## config.mk

```make
export PLATFORM = sky130hd
export DESIGN_NAME = lfsr_uart_tx
export DESIGN_NICKNAME = d
export VERILOG_FILES = /design/src/rtl/lfsr_pkg.sv /design/src/rtl/uart_tx_byte.sv /design/src/rtl/lfsr_uart_tx.sv
export SDC_FILE = /design/constraint.sdc
export NUM_CORES = 1
export LEC_CHECK = 0
export BUFFER_PORTS_ARGS = -buffer_cell sky130_fd_sc_hd__clkbuf_2
export CORE_ASPECT_RATIO = 1.2
export CORE_MARGIN = 2
export CORE_UTILIZATION = 58
export CTS_CLUSTER_SIZE = 40
export DETAILED_ROUTE_END_ITERATION = 16
export MAX_ROUTING_LAYER = met4
export PLACE_DENSITY = 0.86
export SETUP_SLACK_MARGIN = 0.1
export SLEW_MARGIN = 20
export SYNTH_ARGS = -nofsm -noshare
export SYNTH_HDL_FRONTEND = slang
export SYNTH_SLANG_ARGS = --single-unit
```

## constraint.sdc

```tcl
create_clock -name clk -period 2.6 [get_ports clk]
set_input_delay 0.39 -clock clk [delete_from_list [all_inputs] [get_ports clk]]
set_output_delay 0.39 -clock clk [all_outputs]
set_load 0.02 [all_outputs]
```

## src/rtl/lfsr_pkg.sv

```systemverilog
// Shared definitions for the LFSR-driven UART transmitter: frame FSM states,
// LFSR polynomial/width and the Galois step function.
package lfsr_pkg;

  localparam int LFSR_WIDTH = 16;
  localparam logic [LFSR_WIDTH-1:0] LFSR_POLY = 16'hB400;
  localparam int FRAME_BITS = 10;

  typedef enum logic [1:0] {
    IDLE,
    START,
    DATA,
    STOP
  } tx_state_e;

  // Galois form: shift right and fold the polynomial in when the LSB falls out.
  function automatic logic [LFSR_WIDTH-1:0] lfsr_next(input logic [LFSR_WIDTH-1:0] q);
    return (q >> 1) ^ (q[0] ? LFSR_POLY : '0);
  endfunction

endpackage

```

## src/rtl/uart_tx_byte.sv

```systemverilog
// 8N1 byte serializer with a ready/valid byte input; ready also rises in the
// last stop-bit cycle so back-to-back bytes leave no idle gap on the line.
module uart_tx_byte
  import lfsr_pkg::*;
#(
  parameter int CLKS_PER_BIT = 868
) (
  input  logic       clk,
  input  logic       rst,
  input  logic [7:0] data,
  input  logic       valid,
  output logic       ready,
  output logic       tx,
  output logic       done
);

  localparam logic [15:0] LAST_TICK = 16'(CLKS_PER_BIT - 1);
  localparam logic [2:0]  LAST_BIT  = 3'(FRAME_BITS - 3);

  tx_state_e   state_q, state_d;
  logic [15:0] cnt_q, cnt_d;
  logic [2:0]  bit_q, bit_d;
  logic [7:0]  shift_q, shift_d;
  logic        tx_q, tx_d;
  logic        last_tick;

  assign last_tick = (cnt_q == LAST_TICK);
  assign ready     = (state_q == IDLE) || ((state_q == STOP) && last_tick);
  assign done      = (state_q == STOP) && last_tick;
  assign tx        = tx_q;

  always_ff @(posedge clk) begin
    if (rst) begin
      state_q <= IDLE;
      cnt_q   <= '0;
      bit_q   <= '0;
      shift_q <= '0;
      tx_q    <= 1'b1;
    end else begin
      state_q <= state_d;
      cnt_q   <= cnt_d;
      bit_q   <= bit_d;
      shift_q <= shift_d;
      tx_q    <= tx_d;
    end
  end

  // tx is computed one cycle ahead so the line changes exactly on bit boundaries.
  always_comb begin
    state_d = state_q;
    cnt_d   = last_tick ? '0 : cnt_q + 16'd1;
    bit_d   = bit_q;
    shift_d = shift_q;
    tx_d    = tx_q;
    unique case (state_q)
      IDLE: begin
        cnt_d = '0;
        tx_d  = 1'b1;
        if (valid) begin
          state_d = START;
          shift_d = data;
          tx_d    = 1'b0;
        end
      end
      START: begin
        if (last_tick) begin
          state_d = DATA;
          bit_d   = '0;
          tx_d    = shift_q[0];
        end
      end
      DATA: begin
        if (last_tick) begin
          if (bit_q == LAST_BIT) begin
            state_d = STOP;
            tx_d    = 1'b1;
          end else begin
            bit_d   = bit_q + 3'd1;
            shift_d = shift_q >> 1;
            tx_d    = shift_q[1];
          end
        end
      end
      STOP: begin
        if (last_tick) begin
          if (valid) begin
            state_d = START;
            shift_d = data;
            tx_d    = 1'b0;
          end else begin
            state_d = IDLE;
            tx_d    = 1'b1;
          end
        end
      end
      default: begin
        state_d = IDLE;
        tx_d    = 1'b1;
      end
    endcase
  end

endmodule

```

## src/rtl/lfsr_uart_tx.sv

```systemverilog
// Advances a 16-bit Galois LFSR on each accepted trigger and sends the new
// value over UART as two 8N1 frames, low byte first.
module lfsr_uart_tx
  import lfsr_pkg::*;
#(
  parameter int                    CLKS_PER_BIT = 868,
  parameter logic [LFSR_WIDTH-1:0] SEED         = 16'hACE1
) (
  input  logic                  clk,
  input  logic                  rst,
  input  logic                  trigger,
  output logic                  tx,
  output logic                  busy,
  output logic [LFSR_WIDTH-1:0] lfsr_q,
  output logic                  drop
);

  // An all-zero state would lock the LFSR up forever.
  localparam logic [LFSR_WIDTH-1:0] SEED_EFF = (SEED == '0) ? 16'h0001 : SEED;

  logic [LFSR_WIDTH-1:0] lfsr_reg;
  logic [LFSR_WIDTH-1:0] lfsr_nxt;
  logic                  busy_q;
  logic                  second_q;
  logic                  drop_q;
  logic                  accept;
  logic                  byte_valid;
  logic [7:0]            byte_data;
  logic                  byte_ready;
  logic                  byte_done;

  assign lfsr_nxt   = lfsr_next(lfsr_reg);
  assign accept     = trigger && !busy_q;
  assign byte_valid = accept || (busy_q && !second_q);
  assign byte_data  = accept ? lfsr_nxt[7:0] : lfsr_reg[15:8];

  assign lfsr_q = lfsr_reg;
  assign busy   = busy_q;
  assign drop   = drop_q;

  // The high byte is offered for the whole first frame; the serializer takes
  // it in the last stop-bit cycle of the low byte.
  always_ff @(posedge clk) begin
    if (rst) begin
      lfsr_reg <= SEED_EFF;
      busy_q   <= 1'b0;
      second_q <= 1'b0;
      drop_q   <= 1'b0;
    end else begin
      drop_q <= trigger && busy_q;
      if (accept) begin
        lfsr_reg <= lfsr_nxt;
        busy_q   <= 1'b1;
        second_q <= 1'b0;
      end else if (busy_q && !second_q && byte_ready) begin
        second_q <= 1'b1;
      end else if (busy_q && second_q && byte_done) begin
        busy_q   <= 1'b0;
        second_q <= 1'b0;
      end
    end
  end

  uart_tx_byte #(
    .CLKS_PER_BIT(CLKS_PER_BIT)
  ) u_tx_byte (
    .clk  (clk),
    .rst  (rst),
    .data (byte_data),
    .valid(byte_valid),
    .ready(byte_ready),
    .tx   (tx),
    .done (byte_done)
  );

endmodule

```

* After elaboration in Yosys (flattened, before gate mapping)
Index checks and enable logic that the tools add are counted.
Word-level totals: register bits after elaboration 49, bits of input ports 3, word-level logic and storage cells 75
Cells by class: equality and inequality tests 12, mux-type cells 28, bitwise operators 1, $add $sub $neg 2, reductions and logical operators 23
Operators with widths (count):
- 2-to-1 mux 8 bit | 5
- one-hot mux 8 bit (3 select lines) | 1
- adder 16 x 1 -> 16 bit (second input constant) | 1
- equality test 16 x 10 -> 1 bit (second input constant) | 1
- 2-to-1 mux 16 bit | 1
- bitwise XOR 15 x 16 -> 16 bit | 1
- 2-to-1 mux 1 bit | 10
- 2-to-1 mux 2 bit | 5
- 2-to-1 mux 3 bit | 3
- inequality test 2 x 1 -> 1 bit (second input constant) | 4
- one-hot mux 2 bit (4 select lines) | 1
- AND reduction 4 bit | 2
- logical AND 1 bit | 7
- inequality test 2 bit (second input constant) | 3
- one-hot mux 3 bit (2 select lines) | 1
- nonzero test 2 bit | 3
- AND reduction 5 bit | 1
- equality test 2 bit (second input constant) | 2
- one-hot mux 1 bit (4 select lines) | 1
- adder 3 x 1 -> 3 bit (second input constant) | 1
- equality test 3 bit (second input constant) | 1
- AND reduction 3 bit | 1
- nonzero test 3 bit | 1
- OR reduction 3 bit | 1
- other kinds (6) | 8

* Longest topological paths before layout
Gate-level depths: netlist (run 1).
depth after elaboration 6, mapped depth 8, gate-level depth less buffers 6

* By module
A second synthesis (run 1) with hierarchy kept.
Second synthesis, totals: cell total of the unflattened synthesis 294, area total of the unflattened synthesis 2552.4 um2
Modules (own cells, without submodules):
- uart_tx_byte | area an instance 1674.1 um2, cells an instance 183, instances 1, sequential area each 600.6 um2
- lfsr_uart_tx | area an instance 878.3 um2, cells an instance 111, instances 1, sequential area each 380.4 um2

* Worst setup path after synthesis (run 1)
No wires, ideal clock.
path kind reg-to-reg, start register u_tx_byte.state_q[0], end register u_tx_byte.state_q[0], arrival 1.833 ns, stages on the path, launching flop included 7, period minus slack after synthesis 1.954 ns, required time 2.479 ns, setup slack 0.646 ns, path through dfxtp_1 inv_1 ha_1 clkbuf_1 or3_1 a221oi_4 mux2_4
Between the ends: word-level cells in the longest chain between the ends 3, elaborated cells between the ends (all ways) 11, classes of those cells eq/ne (8); mux (1); reduce/logical (2)
RTL lines:
- start, declared | line uart_tx_byte.sv:20 | tx_state_e state_q, state_d;
- start signal, assigned | line uart_tx_byte.sv:40 | state_q <= state_d;
- equality test 2 bit (tied with other cells) | line uart_tx_byte.sv:55 | unique case (state_q)
- inequality test 2 x 1 -> 1 bit (no source line) or inequality test 2 bit (tied branches)
- AND reduction 5 bit (no source line)
Several ways; a longest one is shown, not always the timed one. A chain may end at the register's enable or synchronous reset.

* Worst setup path after layout (run 1)
Same ends and word-level chain as after synthesis.

==> results.txt, run 1 <==
The run finished with clean final reports. In this run the post-CTS setup repair buffer count came out at 0. The combined buffer and inverter count along the critical path works out to 1.

In this run the tightest slew margin relative to its limit is 56.7%. The area share of and/or/nand/nor cells after synthesis is 23.7%, and the leakage power is 0.00101 uW. Setup repair after global routing left no endpoint under its margin.

The via density per instance was 5.62. Summing every instance area after synthesis gives 2370 sq um. The starting DRC count in detailed routing came out at 60. The startpoint type of the worst setup path is a flip-flop. Clock-pin slew was measured on the worst setup and hold paths at 80 ps. Summing the sequential cell areas from Yosys gives 41.4% of the chip area.

The number of synthesis warnings is 0, and the area inside the core boundary is 3940 sq um. Synthesis instantiated 43 different standard cells from the library. Cell taking the most area after synthesis: dfxtp_1. The kind of cell adding the most delay to the critical path was simple AND/OR/NAND/NOR gates.

Power spread over the standard cell area amounts to 816 nW/um^2. The number of port buffers is 21, and the number of global-route vias before repair is 1816. For this run, the slowest stage of the critical path takes 430 ps. The data required time of the worst path is 2800 ps, and the setup slack after layout is 581 ps. For this run, the detailed router's first-pass iteration total came to 4. The clock arrives with 6.76 ps of skew. In the routed design, unresolved DRC markers number 0. The tools report the hold violation total from the final report as 0. The logs give 0 for the number of routed nets with antenna violations and 495 MHz for the maximum clock frequency. By area the synthesized netlist is led by dfxtp_1, nand2_1, a21oi_1.

The clock passes through at most 2 buffers. Summing the areas of all fa, ha and maj instances in the mapped netlist gives 4.22% of the synthesized area. The detailed-placement wirelength estimate came out at 3.24 mm. The main combinational cell family by area after synthesis is simple AND/OR/NAND/NOR gates. The max capacitance violation total was 0; the maximum fanout encountered on the critical timing path was 9. For the initial antenna violation count, the log shows 0. Yosys mapped a number of flops with a built-in enable equal to 0.

The clock period minus worst slack was 2020 ps. The worst setup path is captured at a flip-flop. Total of hold buffers inserted after clock tree synthesis: 0. The routed length per instance is 13.5 um. The arrival time of the worst setup path was 2220 ps. Counting flops and latches in the post-synthesis netlist gives 49. The number of gates resized after CTS was 0. The area growth from synthesis to layout is 4.64%. Kind of critical path: flip-flop to flip-flop.

Of all flip-flops after synthesis, the portion carrying an async set or reset was 0%. In this run the count of I/O pins placed on the die edge is 22. For the remaining global-route overflow, the log shows 0. The net count of the finished layout is 288. The filler cells instantiated in the layout total 361. The finished layout holds 331 standard cells, fillers aside.

The run gives 22.1% as the overall routing resource usage. The synthesized netlist devotes 13.7% of its cell area to compound gates. Counting tap cells, the placed design contains a total of 324 instances. After floorplanning, the core was divided into 25 placement rows. The run gives 584 ps as the pre-CTS worst setup slack. Summed over its instances, the top area cell type makes up 41.4% of the synthesized netlist area.

The buffer cell driving the clock tree root was clkbuf_8. The per-instance average area after synthesis works out to 8.65 sq um. The tools report the setup violation total in the final timing report as 0. TritonCTS built the clock tree. The tightest min-delay check is of the input port to flip-flop type. For the pin with the worst max-slew slack, the measured transition is 649 ps.

The dominant synthesized flop cell is dfxtp_1. IR analysis of the VDD net gives a maximum drop of 0.000623 V. The slowest stage of the critical path is the or3_1 cell. The critical path goes through inv_1, ha_1, or3_1, a221oi_4, mux2_4.

The tools report the insertion delay of the later-clocked pin in the worst-skew pair as 300 ps. For the number of buffers created by CTS, the log shows 5. Dividing the final minimum period by the clock period gives 77.6%. The proportion of layout cells with a drive suffix above 1 is 13.0%, and the maximum number of pins on one net before global-route repair is 30. The routed design has 4.47 mm of wire. The run gives 1860 as the number of vias after detailed routing. For the global-route wire length before repair, the log shows 7.86 mm. The final number of max-transition violations is 0. The die area was 4620 sq um; the starting utilization of the core area was 60.2%.

The cell count after synthesis is 274, and the number of sinks on the clock net is 49. Measured along the x axis, the die boundary spans 62.4 um. The repair_antennas step left the layout with diodes totalling 0. Routability congestion estimate: 0.928. The H-tree was split into 2 levels. In this run the vertical extent of the chip is 74.0 um. In the final timing run, aggregate negative setup slack is 0 ps. The XOR/XNOR share of the synthesized area is 5.17%. The design draws 2030 uW.

Measured against the total synthesized area, the mux share comes to 4.43%. Synthesis produced a netlist with a net count of 285.
-- per-layer routing --
layer / share of wire, % / global-route usage, % / vias up
li1: - / - / 943
met1: 42 / 21.7 / 887
met2: 53 / 42.6 / 23
met3: 3.0 / 5.14 / 7
met4: 1.4 / 8.89 / 0
met5: 0 / - / -
-- layout make-up --
type                            instances  area, sq um  share of cell area [%]
Tap cell                               54         67.6                    2.72
Clock buffer                            6         72.6                    2.92
Multi-Input combinational cell        193         1220                    49.0
Timing Repair Buffer                   22          113                    4.54
Inverter                                6         22.5                   0.908
Sequential cell                        49          981                    39.5
Clock inverter                          1         8.76                   0.353
-- synthesized netlist by cell type (3+ instances only) --
cell	count
inv_1	6
a311o_1	7
ha_1	8
xor2_1	7
nand2_1	45
nor2_1	25
o211ai_1	3
nor3_1	3
a21oi_1	22
xnor2_1	7
nor2b_1	3
clkbuf_1	7
dfxtp_1	49
o21ai_0	5
buf_2	4
nor4_1	3
buf_4	13
mux2i_1	9
nand3_1	17
-- through the flow --
step | hold slack (ps) | utilization [%] | area (sq um)
detailed placement | 455 | 60.9 | 2400
global placement | 445 | 60.9 | 2400
CTS | 358 | 63.0 | 2480
global route | 363 | 63.0 | 2480
finish | 365 | 63.0 | 2480
floorplan | 430 | - | 2370
-- cell families after synthesis --
| group | count (synthesis) |
|---|---|
| compound gates | 46 |
| xor+xnor | 14 |
| fa+ha+maj | 8 |
| buf+inv | 32 |
| flops | 49 |
| mux | 10 |
| simple gates | 115 |
-- registers in the layout, summed over array words and instances (netlist names) --
signal	cells
lfsr_q	16
u_tx_byte.bit_q	3
second_q	1
u_tx_byte.cnt_q	16
u_tx_byte.tx	1
u_tx_byte.state_q	2
u_tx_byte.shift_q	8
busy	1
drop	1
-- power breakdown --
group | total [uW] | switching [uW] | internal (uW)
logic | 677 | 390 | 287
clock network | 425 | 239 | 186
registers | 924 | 73.4 | 850
total | 2030 | 702 | 1320
-- path summary, 6_finish.rpt --
| kind | from | to | slack (ps) | cells past startpoint |
|---|---|---|---|---|
| worst max-delay path | u_tx_byte.state_q[0]$_SDFFE_PP0P_ | u_tx_byte.state_q[0]$_SDFFE_PP0P_ | 580 | 5 |
| worst max register to register | u_tx_byte.state_q[0]$_SDFFE_PP0P_ | u_tx_byte.state_q[0]$_SDFFE_PP0P_ | 580 | 5 |
| worst min-delay path | trigger | drop$_SDFF_PP0_ | 360 | 2 |
| worst min register to register | u_tx_byte.shift_q[5]$_SDFFE_PP0P_ | u_tx_byte.shift_q[5]$_SDFFE_PP0P_ | 460 | 2 |
-- placed cells by master (no fill, tap or decap), drive strengths merged, types with 5 or more instances in the layout --
| cell | netlist | routed |
|---|---|---|
| nand3 | 17 | 17 |
| nand2 | 45 | 45 |
| xor2 | 7 | 7 |
| inv | 6 | 6 |
| a311o | 7 | 7 |
| o21ai | 6 | 6 |
| nor4 | 5 | 5 |
| ha | 8 | 8 |
| a21oi | 22 | 22 |
| clkbuf | 7 | 27 |
| nor2 | 25 | 25 |
| dfxtp | 49 | 49 |
| mux2i | 9 | 9 |
| xnor2 | 7 | 7 |
Power figures use the tool's default switching activity.
==> inputs of run 2 (changes only) <==
--- a/config.mk
+++ b/config.mk
@@ -5,14 +5,15 @@
 export SDC_FILE = /design/constraint.sdc
 export NUM_CORES = 1
 export LEC_CHECK = 0
+export ABC_AREA = 1
 export BUFFER_PORTS_ARGS = -buffer_cell sky130_fd_sc_hd__clkbuf_2
 export CORE_ASPECT_RATIO = 1.2
 export CORE_MARGIN = 2
-export CORE_UTILIZATION = 58
+export CORE_UTILIZATION = 53
 export CTS_CLUSTER_SIZE = 40
 export DETAILED_ROUTE_END_ITERATION = 16
 export MAX_ROUTING_LAYER = met4
-export PLACE_DENSITY = 0.86
+export PLACE_DENSITY = 0.83
 export SETUP_SLACK_MARGIN = 0.1
 export SLEW_MARGIN = 20
 export SYNTH_ARGS = -nofsm -noshare
==> constraint.sdc (replaced) <==
create_clock -name clk -period 1.8 [get_ports clk]
set_input_delay 0.27 -clock clk [delete_from_list [all_inputs] [get_ports clk]]
set_output_delay 0.27 -clock clk [all_outputs]
set_load 0.02 [all_outputs]
==> results.txt, run 2 <==
The routability congestion estimate was 0.854 (-8.0%). The dominant synthesized flop cell is dfxtp_1. By count the netlist is led by nand2_1, dfxtp_1, nor2_1. The worst reg-to-reg setup slack was 250 ps (-330 ps). The worst relative slew slack was 76.5% (+20 points).

The DRC violation count after routing was 0 (unchanged). The clock slew seen by the registers of the worst setup and hold paths is 100 ps (+20 ps). STA classifies the critical path startpoint as a flip-flop.

The run gives 1790 ps (-430 ps) as the arrival time of the worst setup path. For the synthesized net count, the log shows 356 (+25%). Proportion of layout cells with a drive suffix above 1: 16.2% (+3.3 points). The die area is 5340 sq um (+16%). The run finished with clean final reports. Number of synthesis warnings: 0 (unchanged). The leakage power is 0.00116 uW (+15%).

The count of flip-flops with a built-in enable after synthesis was 0 (unchanged). The compound-gate portion of the synthesized area works out to 9.70% (-4.0 points). The post-synthesis adder-cell area fraction is 3.96% (-0.26 points). The logs give 34 (-21%) for the number of unique standard cell types used by synthesis and 2030 ps (-770 ps) for the data required time of the worst path.

Routed length per instance: 12.3 um (-9.0%). The run gives 2530 sq um (+6.6%) as the summed instance area of the synthesized netlist. The cell taking the most area after synthesis was dfxtp_1. Number of vias after detailed routing: 2152 (+16%).

The buffer cell driving the clock tree root is clkbuf_8. The H-tree depth reported by CTS is 2 (unchanged), and the insertion delay of the later-clocked pin in the worst-skew pair is 310 ps (about the same). Setup violation total in the final timing report: 0 (unchanged). The flip-flop and latch count after synthesis came out at 49 (unchanged). The most common cell after layout, fill and taps aside was nand2_1. The worst setup path is captured at a flip-flop. The top cell types in the final layout, fill and taps aside, are nand2_1, dfxtp_1, nor2_1, nand3_1. The via density per instance was 5.19 (-7.7%). The starting utilization of the core area is 55.0% (-5.1 points), and the worst-case vdd ir drop is 0.000700 V (+12%). The worst setup skew after layout was 13.1 ps (+6.36 ps); the maximum fanout encountered on the critical timing path was 16 (+7). For the maximum number of buffers from clock root to sink, the log shows 2 (unchanged). For the total power, the log shows 3290 uW (+62%).

The number of I/O pins was 22 (unchanged); the diode insertion count for antenna repair was 0 (unchanged). The max capacitance violation total is 0 (unchanged), and the top cell type's share of synthesized area is 38.8% (-2.6 points). The startpoint identified for the worst hold timing path is trigger. The cell count after synthesis is 345 (+26%). The iteration count of the initial detailed-routing pass came out at 4 (unchanged).

Setup repair after global routing left no endpoint under its margin. The per-instance average area after synthesis was 7.33 sq um (-15%). The worst register-to-register path begins at u_tx_byte.cnt_q[0]$_SDFF_PP0_.

The worst setup path is of the flip-flop to flip-flop kind. Floorplan die height: 79.6 um (+7.6%). By area, the combinational part of the netlist is dominated by simple AND/OR/NAND/NOR gates.

TritonCTS built the clock tree. The maximum clock frequency is 644 MHz (+30%). The tools report the number of sinks on the clock net as 49 (unchanged).

For the initial antenna violation count, the log shows 0 (unchanged). The final period utilization is 86.3% (+8.6 points). Summed negative setup slack over all endpoints: 0 ps (unchanged). The number of port buffers works out to 21 (unchanged).

The tools report the number of buffers created by CTS as 5 (unchanged). In the post-synthesis netlist, the cell with the most instances is nand2_1. In the post-synthesis netlist, the biggest area contributors are dfxtp_1, nand2_1, nand3_1. In this run the worst setup path begins at u_tx_byte.cnt_q[0]$_SDFF_PP0_. The detailed-placement wirelength estimate was 3.76 mm (+16%); the remaining global-route overflow was 0 (unchanged).

For the global-route wire length before repair, the log shows 8.40 mm (+6.9%). The area share of and/or/nand/nor cells after synthesis is 32.0% (+8.3 points), and the sum of routed wire length over all layers is 5.10 mm (+14%). The XOR/XNOR share of the synthesized area is 1.39% (-3.8 points). The run gives 20.9% (-1.2 points) as the overall routing resource usage. The areal power density over the cells was 1220 nW/um^2 (+50%); the final number of max-transition violations was 0 (unchanged). The post-synthesis mux area share works out to 2.38% (-2.1 points).

The run gives 0 (unchanged) as the number of routed nets with antenna violations. The async set-reset flop share out of synthesis was 0% (unchanged); the worst-margin pin slew was 349 ps (-299 ps). The starting DRC count in detailed routing is 105 (+75%). The width of the die came out at 67.0 um (+7.5%). Hold violation total from the final report: 0 (unchanged).

The number of core rows was 27 (+8.0%). The run gives 38.8% (-2.6 points) as the sequential share of the synthesized area. For the number of global-route vias before repair, the log shows 1946 (+7.2%).

The path category of the worst min-delay check was input port to flip-flop. The area inside the core boundary was 4590 sq um (+17%). From synthesis to final layout, the design area changed by 6.39%. For the maximum number of pins on one net before global-route repair, the log shows 22 (-27%). Net count of the finished layout: 367 (+27%). Clock period minus worst slack: 1550 ps (-465 ps).
run 2: cell types whose count changed after synthesis, moves of 7 or more:
cell,delta
a21oi_1,+7
a311o_1,-7
inv_1,+23
nand2_1,+41
nand3_1,+15
nor2_1,+11
run 2: final timing paths:
path,endpoint,depth (start not counted)
hold / removal,drop$_SDFF_PP0_,3
setup reg to reg,u_tx_byte.cnt_q[3]$_SDFF_PP0_,8
setup / recovery,u_tx_byte.cnt_q[3]$_SDFF_PP0_,8
hold reg to reg,u_tx_byte.cnt_q[0]$_SDFF_PP0_,1
run 2: power breakdown:
part | internal [uW] | switching (uW) | total, uW
clock network | 275 | 378 | 653
logic | 517 | 772 | 1290
registers | 1240 | 108 | 1350
total | 2030 | 1260 | 3290
run 2: metrics by stage:
step	hold slack, ps	cell area, sq um	instances	setup WS (ps)	util (%)
6_report	320	2690	415	247	58.5
5_1_grt	343	2690	415	112	58.5
4_1_cts	312	2660	413	148	57.8
3_5_place_dp	438	2570	405	175	55.9
3_3_place_gp	430	2570	405	228	55.9
2_1_floorplan	339	2530	345	334	-
run 2: area by class of cell:
cell class,instances,area [sq um]
Timing Repair Buffer,27,163
Multi-Input combinational cell,239,1250
Clock inverter,2,15.0
Fill cell,445,1910
Sequential cell,49,982
Tap cell,58,72.6
Inverter,34,129
Clock buffer,6,72.6
run 2: repair_timing:
action,in CTS,in global routing
hold buffers,0,0
buffers inserted,0,2
endpoints found under the setup margin,0,11
resized for setup,0,3
run 2: kinds of logic after synthesis:
logic type / after synthesis
AOI/OAI and AO/OA: 43
muxes: 6
adders and majority gates: 8
xor gates and xnor gates: 4
and+or+nand+nor: 178
DFF: 49
buffers and inverters: 57
run 2: critical path, stage by stage (launching register included):
cell	delay [ps]
dfxtp_1	340
ha_1	210
inv_1	80
nor2_1	50
nand2_1	110
nor2_4	50
nand2_4	110
nand3_2	290
nor3b_1	260
run 2: routing by layer:
metal	wire length [um]	track usage [%]
met1	2210	22.7
met2	2590	35.7
met3	174	4.51
met4	122	10.2
met5	0	-
